[config.mk]
export PLATFORM = sky130hd
export DESIGN_NAME = mem_access_ctrl
export DESIGN_NICKNAME = d
export VERILOG_FILES = /design/src/rtl/mem_access_ctrl.sv
export SDC_FILE = /design/constraint.sdc
export NUM_CORES = 1
export LEC_CHECK = 0
export CORE_MARGIN = 2
export CORE_UTILIZATION = 46
export CTS_CLUSTER_SIZE = 28
export DETAILED_ROUTE_END_ITERATION = 12
export GPL_TIMING_DRIVEN = 0
export HOLD_SLACK_MARGIN = 0.1
export PLACE_DENSITY = 0.86
export SLEW_MARGIN = 20
export SYNTH_ARGS = -nofsm -noshare
export SYNTH_HDL_FRONTEND = slang
export SYNTH_SLANG_ARGS = --single-unit
[constraint.sdc]
create_clock -name clk -period 5.3 [get_ports clk]
set_input_delay 1.59 -clock clk [delete_from_list [all_inputs] [get_ports clk]]
set_output_delay 1.59 -clock clk [all_outputs]
set_load 0.005 [all_outputs]
[src/rtl/mem_access_ctrl.sv]
// MEM-stage load/store initiator for a word-organised, big-endian byte-lane data RAM.
// Optional misalignment exception enabled by defining MEM_ALIGN_CHECK_EN.
module mem_access_ctrl #(
  parameter int unsigned WAIT_CYCLES = 0
) (
  input  logic        clk,
  input  logic        rst,
  input  logic        req_valid_i,
  output logic        req_ready_o,
  input  logic        req_we_i,
  input  logic [1:0]  req_size_i,
  input  logic        req_signed_i,
  input  logic [31:0] req_addr_i,
  input  logic [31:0] req_wdata_i,
  output logic        resp_valid_o,
  output logic [31:0] resp_rdata_o,
  output logic        stall_req_o,
  output logic        exc_misalign_o,
  output logic        mem_ce_o,
  output logic        mem_we_o,
  output logic [31:0] mem_addr_o,
  output logic [3:0]  mem_sel_o,
  output logic [31:0] mem_data_o,
  input  logic [31:0] mem_data_i
);

  typedef enum logic [1:0] {S_IDLE, S_ACCESS, S_RESP} state_t;

  localparam int unsigned CW = (WAIT_CYCLES == 0) ? 1 : $clog2(WAIT_CYCLES + 1);
  localparam logic [CW-1:0] LAST = CW'(WAIT_CYCLES);

  state_t        r_state;
  logic [CW-1:0] r_cnt;
  logic          r_we;
  logic [1:0]    r_size;
  logic          r_signed;
  logic [31:0]   r_addr;
  logic [31:0]   r_wdata;
  logic          r_resp_valid;
  logic [31:0]   r_rdata;
  logic          r_exc;

  logic          w_access;
  logic          w_misalign;
  logic [3:0]    w_sel;
  logic [31:0]   w_wdata;
  logic [7:0]    w_byte;
  logic [15:0]   w_half;
  logic [31:0]   w_load;

  assign w_access = (r_state == S_ACCESS);

`ifdef MEM_ALIGN_CHECK_EN
  assign w_misalign = ((req_size_i == 2'b01) && req_addr_i[0]) ||
                      (req_size_i[1] && (req_addr_i[1:0] != 2'b00));
`else
  assign w_misalign = 1'b0;
`endif

  always_comb begin
    w_sel   = '0;
    w_wdata = '0;
    if (w_access) begin
      case (r_size)
        2'b00: begin
          w_sel   = 4'b1000 >> r_addr[1:0];
          w_wdata = {4{r_wdata[7:0]}};
        end
        2'b01: begin
          w_sel   = r_addr[1] ? 4'b0011 : 4'b1100;
          w_wdata = {2{r_wdata[15:0]}};
        end
        default: begin
          w_sel   = 4'b1111;
          w_wdata = r_wdata;
        end
      endcase
    end
  end

  // Big-endian lane pick: offset 0 is the most significant byte.
  always_comb begin
    case (r_addr[1:0])
      2'b00:   w_byte = mem_data_i[31:24];
      2'b01:   w_byte = mem_data_i[23:16];
      2'b10:   w_byte = mem_data_i[15:8];
      default: w_byte = mem_data_i[7:0];
    endcase
    w_half = r_addr[1] ? mem_data_i[15:0] : mem_data_i[31:16];
    case (r_size)
      2'b00:   w_load = {{24{r_signed & w_byte[7]}}, w_byte};
      2'b01:   w_load = {{16{r_signed & w_half[15]}}, w_half};
      default: w_load = mem_data_i;
    endcase
  end

  always_ff @(posedge clk) begin
    if (rst) begin
      r_state      <= S_IDLE;
      r_cnt        <= '0;
      r_we         <= 1'b0;
      r_size       <= '0;
      r_signed     <= 1'b0;
      r_addr       <= '0;
      r_wdata      <= '0;
      r_resp_valid <= 1'b0;
      r_rdata      <= '0;
      r_exc        <= 1'b0;
    end else begin
      case (r_state)
        S_IDLE: begin
          if (req_valid_i) begin
            r_we     <= req_we_i;
            r_size   <= req_size_i;
            r_signed <= req_signed_i;
            r_addr   <= req_addr_i;
            r_wdata  <= req_wdata_i;
            r_cnt    <= '0;
            if (w_misalign) begin
              r_state      <= S_RESP;
              r_resp_valid <= 1'b1;
              r_exc        <= 1'b1;
              r_rdata      <= '0;
            end else begin
              r_state <= S_ACCESS;
            end
          end
        end
        S_ACCESS: begin
          if (r_cnt == LAST) begin
            r_state      <= S_RESP;
            r_resp_valid <= 1'b1;
            r_rdata      <= r_we ? '0 : w_load;
          end else begin
            r_cnt <= r_cnt + CW'(1);
          end
        end
        S_RESP: begin
          r_state      <= S_IDLE;
          r_resp_valid <= 1'b0;
          r_rdata      <= '0;
          r_exc        <= 1'b0;
        end
        default: r_state <= S_IDLE;
      endcase
    end
  end

  assign req_ready_o    = (r_state == S_IDLE);
  assign stall_req_o    = w_access | ((r_state == S_IDLE) & req_valid_i);
  assign resp_valid_o   = r_resp_valid;
  assign resp_rdata_o   = r_rdata;
  assign exc_misalign_o = r_exc;
  assign mem_ce_o       = w_access & ~rst;
  assign mem_we_o       = w_access & r_we & ~rst;
  assign mem_addr_o     = {r_addr[31:2], 2'b00};
  assign mem_sel_o      = w_sel;
  assign mem_data_o     = w_wdata;

endmodule
Word level (Yosys, flattened, before mapping). Index checks and enable logic that the tools add are counted. Widths: inputs -> output; s select.

Logic and storage cells: 54. Flip-flop bits (word level): 104. Input bits: 103. Output and inout port bits: 106.

Reduce and logical (&&, ||, !) cells: 9. Multiplexer cells: 19. Shifts and indexed selects: 1. $add $sub $neg: 1. Bitwise operators: 8. Equality and inequality tests: 7.

Operators with widths (number): $pmux 32 s2 (3); $mux 32 (3); $pmux 8 s3 (1); $mux 16 (1); $mux 4 (2); $pmux 4 s2 (1); $reduce_and 2->1 (4); $and 1x1->1 (6); $eq 2x1->1 const B (3); $logic_not 2->1 (3); $eq 2x2->1 const B (2); $mux 2 (2); $ne 2x2->1 const B (2); $pmux 1 s2 (2); $pmux 2 s2 (1); $reduce_bool 2->1 (2); $shr 4x2->4 const A (1); $mux 1 (3); $add 1x1->1 const B (1); $not 1->1 (1); $or 1x1->1 (1).

Depth between registers and ports, before layout. Gate-level depths: netlist (run 1).

Depth in word-level cells: 7. Gate-level depth with buffers: 8.

Worst setup path after synthesis (run 1). Ideal clock, no wire load.

Path kind: input port to output port. Start: input port req_valid_i. End: output port stall_req_o. Buffers on the path: 1. Stages on the path: 3. Required time: 3.710 ns. Data arrival time: 2.081 ns. Setup slack: 1.629 ns. Cell sequence: nand2_1 clkbuf_1 nand2b_1.

Longest elaborated chain between the ends: 2.

Ends and longest elaborated chain: start, declared (RTL line 8) `input logic req_valid_i,`; $and 1x1->1 (RTL line 150) `assign stall_req_o = w_access | ((r_state == S_IDLE) & req_valid_i);`; $or 1x1->1 (RTL line 150); end, declared (RTL line 17) `output logic stall_req_o,`.

Every way passes these cells.

Worst setup path after layout (run 1). Same ends and word-level chain as after synthesis.

==> results of run 1 <==
## through the flow
step,power [mW],cell area [µm²],util [%],hold WS [ns],cells
after floorplan,1.109,4979,-,0.4360,615
after global placement,1.339,7191,69.03,0.4416,955
after detailed placement,1.353,7191,69.03,0.4420,955
after CTS,1.826,7378,70.83,0.4566,971
after global routing,1.913,7378,70.83,0.4809,971
final,1.824,7378,70.83,0.4585,971
## critical path, delay by kind of cell
| kind | cells | cell delay [ns] |
|---|---|---|
| and+or+nand+nor | 2 | 0.31 |
| buffers and inverters | 3 | 1.39 |
## power by group through the flow
stage               registers, mW  logic, mW  clock network [mW]
floorplan                   0.870      0.239                   0
global placement            0.877      0.461                   0
detailed placement          0.880      0.473                   0
CTS                         0.862      0.477               0.487
global route                0.870      0.519               0.524
finish                      0.863      0.478               0.483
## path summary, 6_finish.rpt
check | from | to | slack (ns) | depth (start not counted)
worst min-delay path | resp_rdata_o[2]$_SDFFE_PP0P_ | resp_rdata_o[2]$_SDFFE_PP0P_ | 0.46 | 2
worst min register to register | resp_rdata_o[2]$_SDFFE_PP0P_ | resp_rdata_o[2]$_SDFFE_PP0P_ | 0.46 | 2
worst max-delay path | req_valid_i | stall_req_o | 0.42 | 5
worst max register to register | r_state[0]$_SDFFE_PP0P_ | r_wdata[12]$_SDFFE_PP0P_ | 3.16 | 7
## final cells by class
type	instances	area [µm²]	share of cell area, %
tap	136	170.2	2.306
multi-input combinational	428	2422	32.83
buffer	80	479.2	6.495
inverter	4	15.01	0.2035
sequential	103	2062	27.95
clock inverter	7	63.81	0.8648
clock buffer	9	123.9	1.679
timing repair buffer	204	2042	27.68
## placed cells by master (no fill, tap or decap), drive strengths merged, types with 12 or more instances in the layout
master / instances
a21oi: 79
a221o: 19
and2: 15
buf: 55
clkbuf: 34
clkdlybuf4s50: 204
dfxtp: 103
mux2i: 23
nand2: 179
nand2b: 12
nor2b: 20
o21ai: 13
## per-layer routing
metal	GRT usage [%]	vias to the layer above	wire length (µm)
met1	36.54	2443	6689
met3	6.631	47	1523
met4	10.62	0	504
li1	-	2477	-
met2	46.32	283	7748
met5	0	-	0
## state kept, by name, indices dropped and copies added, names as in the netlist
| signal | count |
|---|---|
| r_signed | 1 |
| resp_rdata_o | 32 |
| r_state | 2 |
| r_we | 1 |
| r_wdata | 32 |
| resp_valid_o | 1 |
| r_addr | 32 |
| r_size | 2 |
## cells by family after synthesis
group	count (synthesis)
and+or+nand+nor	246
buffers and inverters	84
adders and majority gates	3
other	1
AOI/OAI and AO/OA	152
muxes	24
DFF	103
==> impl_metrics.ini, run 1 <==
[die]
ioPinCount = 209
dieArea_mm2 = 0.01165
die_y_um = 108.0
core_mm2 = 0.01042
die_w_um = 108.0
rows = 37
start_util_pct = 47.72

[logic_synthesis]
syn_area_mm2 = 0.004971
syn_area_per_cell_um2 = 8.109
ys.flop_type = dfxtp_1
synth_xor_area_share_pct = 0
synth_simple_gate_area_share_pct = 22.35
synth_mux_area_share_pct = 4.858
yosysWarnings = 0
ys_ff_latch = 103
synthAdderAreaFrac_pct = 0.7551
synth_top_family_by_area = simple AND/OR/NAND/NOR gates
seq_area_frac_synth_pct = 41.48
synth_cells = 613
ys_top_cells_by_count = 179 x nand2_1, 103 x dfxtp_1, 78 x a21oi_1
synth_edf_count = 0
async_reset_ff_share_pct = 0
netlist.top_cell.by_area = dfxtp_1
synth_compound_area_share_pct = 20.54
synth.most_common_cell = nand2_1
yosysTopAreaCellShare_pct = 41.48
synth.distinct_cells = 43
synthTopCellsByArea = dfxtp_1 41%, nand2_1 14%, a21oi_1 7.9%, buf_4 5.1%, mux2i_1 4.6%

[power_and_ir_drop]
seq_power_share_pct = 47.3
switching_power_mw = 0.5624
leakage_nw = 2.843
p_sw_share_pct = 30.82
clock_power_share_pct = 26.5
vdd_ir_drop_max_mv = 0.1826
powerDensity_mw_per_mm2 = 247.3
internal_power_mw = 1.262
pwr-share-comb_pct = 26.2

[clocking]
root_buffer = clkbuf_8
cts_hold_buf = 0
cts_num_sinks = 103
cts_resized = 0
post_cts_buffers = 0
htreeDepth = 3
cts.clk_slew.worst_paths_ns = 0.11
cts_tree = yes
insertion_delay_ns = 0.38
clockBufferDepth = 2
cts_made_buffers = 9

[final_layout]
diodes = 0
drive_gt1_share_pct = 8.743
fillCellCount = 834
nets = 936
syn_to_final_growth_pct = 48.43

[routing]
viasPerCell = 5.407
wirelength_um = 16470
route.vias.total = 5250
detail-route-antenna-nets = 0
first_pass_iters = 5
route.detailed.drc = 0
first_iter_violations = 361
wire_per_inst_um = 16.96

[setup_path]
path_cells = clkdlybuf4s50_1 > nand2_1 > clkbuf_1 > nand2b_1 > clkdlybuf4s50_1
worstSetupStartpointType = input port
cp_common_cell = clkdlybuf4s50_1
cp.arrival_ns = 3.29
worstPathRequired_ns = 3.71
slowest_delay_ns = 0.47
end_kind = output port
crit_type = input port to output port
critPathSlowestCell = clkbuf_1
worstPathMaxFanout = 10

[global_routing]
overflow = 0
grt_max_degree = 20
grt_pass1_vias = 5066
grt_pass1_wl_um = 25890
track_usage_pct = 28.36
antenna_found_initial = 0

[place]
portBuffers = 204
pre_cts_slack_ns = 0.4490
dp_hpwl_um = 12570
gp_congestion = 0.9055

[timing]
setup_violations = 0
setup_slack_ns = 0.4171
tightest_slew_ns = 0.7118
max_freq_mhz = 204.8
rsz0062_at_grt = no
final.setup_skew_ns = 0.01838
fin_crit_sh_pct = 92.13
tns_ns = 0
finalHoldViolations = 0
period_minus_slack_ns = 4.883
slew_headroom_pct = 52.34
report.final.slew_viol_count = 0

[run_status]
outcome = finished, final reports clean

[worst_hold_path]
hold_path_class = register to register

[job]
drv_cap = 0
(Power assumes the default switching activity.)
==> inputs of run 2 (changes only) <==
Settings changed: GPL_TIMING_DRIVEN 0 to not set.
==> impl_metrics.ini, run 2 (synthesis results as in run 1) <==
[routing]
viasPerCell = 5.513
route.vias.total = 4956
wirelength_um = 15250
topRoutingLayerUsed = met4
wire_per_inst_um = 16.97
first_iter_violations = 293
dr_wl_met3_um = 1331
route.detailed.drc = 0
wl_met1_um = 6158
detail-route-antenna-nets = 0
routed-wl-met2_um = 7294
first_pass_iters = 4

[timing]
slew_headroom_pct = 35.35
report.final.slew_viol_count = 0
setup_slack_ns = 0.8783
fin_crit_sh_pct = 83.43
final.setup_skew_ns = 0.01145
tns_ns = 0
setup_violations = 0
finalHoldViolations = 0
max_freq_mhz = 226.2
tightest_slew_ns = 0.9684
rsz0062_at_grt = no
period_minus_slack_ns = 4.422

[clocking]
cts_resized = 0
cts_num_sinks = 103
cts.clk_slew.worst_paths_ns = 0.10
cts_hold_buf = 0
cts_tree = yes
insertion_delay_ns = 0.38
post_cts_buffers = 0
htreeDepth = 3
clockBufferDepth = 2
root_buffer = clkbuf_8
cts_made_buffers = 9

[setup_path]
r2r-end = resp_rdata_o[23]$_SDFFE_PP0P_
worstSetupStartpointType = input port
slowest_delay_ns = 0.55
end_kind = output port
path_cells = clkdlybuf4s50_1 > nand2_2 > nand2b_1 > clkdlybuf4s50_1
cp_common_cell = clkdlybuf4s50_1
worstPathRequired_ns = 3.71
cp.arrival_ns = 2.83
ff2ff_path_depth = 6
ff2ff_setup_slack_ns = 2.73
crit_type = input port to output port
worstPathMaxFanout = 4
worst_r2r_startpoint = r_state[0]$_SDFFE_PP0P_
critPathSlowestCell = clkdlybuf4s50_1

[global_routing]
antenna_found_initial = 0
grt_pass1_wl_um = 23760
grt_max_degree = 82
grt_pass1_vias = 4724
track_usage_pct = 25.91
overflow = 0

[die]
ioPinCount = 209
rows = 37
die_w_um = 108.0
start_util_pct = 47.72
core_mm2 = 0.01042
dieArea_mm2 = 0.01165
die_y_um = 108.0

[worst_hold_path]
min_to = r_addr[28]$_SDFFE_PP0P_
hold_path_depth = 2
hold_path_class = register to register
hold_path.startpoint = r_addr[28]$_SDFFE_PP0P_

[final_layout]
diodes = 0
nets = 864
mostFrequentLayoutCell = clkdlybuf4s50_1
syn_to_final_growth_pct = 40.05
fillCellCount = 849
final_cell_mix = 204 x clkdlybuf4s50_1, 178 x nand2_1, 103 x dfxtp_1
drive_gt1_share_pct = 4.718

[place]
gp_congestion = 0.9076
portBuffers = 205
dp_hpwl_um = 11100
pre_cts_slack_ns = 0.8665

[job]
drv_cap = 0

[power_and_ir_drop]
p_sw_share_pct = 30.56
switching_power_mw = 0.5440
seq_power_share_pct = 49.1
vdd_ir_drop_max_mv = 0.1447
clock_power_share_pct = 27.0
internal_power_mw = 1.236
pwr-share-comb_pct = 23.9
leakage_nw = 2.595
powerDensity_mw_per_mm2 = 255.7

[run_status]
outcome = finished, final reports clean
==> run 2: how the worst max path moves through the flow <==
stage | startpoint | slack, ns | end | cells after the start
5_1_grt | req_valid_i | 0.84 | stall_req_o | 4
6_report | req_valid_i | 0.88 | stall_req_o | 4
4_1_cts | req_valid_i | 0.87 | stall_req_o | 4
2_1_floorplan | req_valid_i | 1.63 | stall_req_o | 3
3_5_place_dp | req_valid_i | 0.87 | stall_req_o | 4
3_3_place_gp | req_valid_i | 0.90 | stall_req_o | 4
==> run 2: worst max-delay path, delay by kind of cell <==
kind / cells / cell delay [ns]
and+or+nand+nor: 2 / 0.15
buffers and inverters: 2 / 1.09
==> run 2: cell type report <==
type	instances	area [µm²]	share of cell area, %
Sequential cell	103	2062	29.62
Inverter	4	15.01	0.2157
Clock buffer	9	123.9	1.779
Multi-Input combinational cell	428	2426	34.85
Timing Repair Buffer	212	2100	30.16
Clock inverter	7	65.06	0.9346
Tap cell	136	170.2	2.444
==> run 2: stage by stage <==
stage | hold WS [ns] | std cells | total power, mW | utilization, % | cell area [µm²]
after floorplan | 0.4360 | 615 | 1.109 | - | 4979
after CTS | 0.4638 | 899 | 1.788 | 66.83 | 6962
after detailed placement | 0.4474 | 883 | 1.312 | 65.02 | 6773
after global placement | 0.4409 | 883 | 1.298 | 65.02 | 6773
after global routing | 0.4798 | 899 | 1.863 | 66.83 | 6962
final | 0.4610 | 899 | 1.780 | 66.83 | 6962
==> run 2: layer usage <==
metal  up-vias  track usage (%)
li1       2337                -
met1      2345            33.80
met2       242            41.69
met3        32            5.546
met4         0            10.81
met5         -                0
==> run 2: power by group through the flow <==
stage	logic (mW)	registers (mW)	clock network (mW)
2_1_floorplan	0.239	0.870	0
3_3_place_gp	0.411	0.887	0
3_5_place_dp	0.422	0.890	0
4_1_cts	0.424	0.872	0.491
5_1_grt	0.461	0.880	0.522
6_report	0.425	0.874	0.481
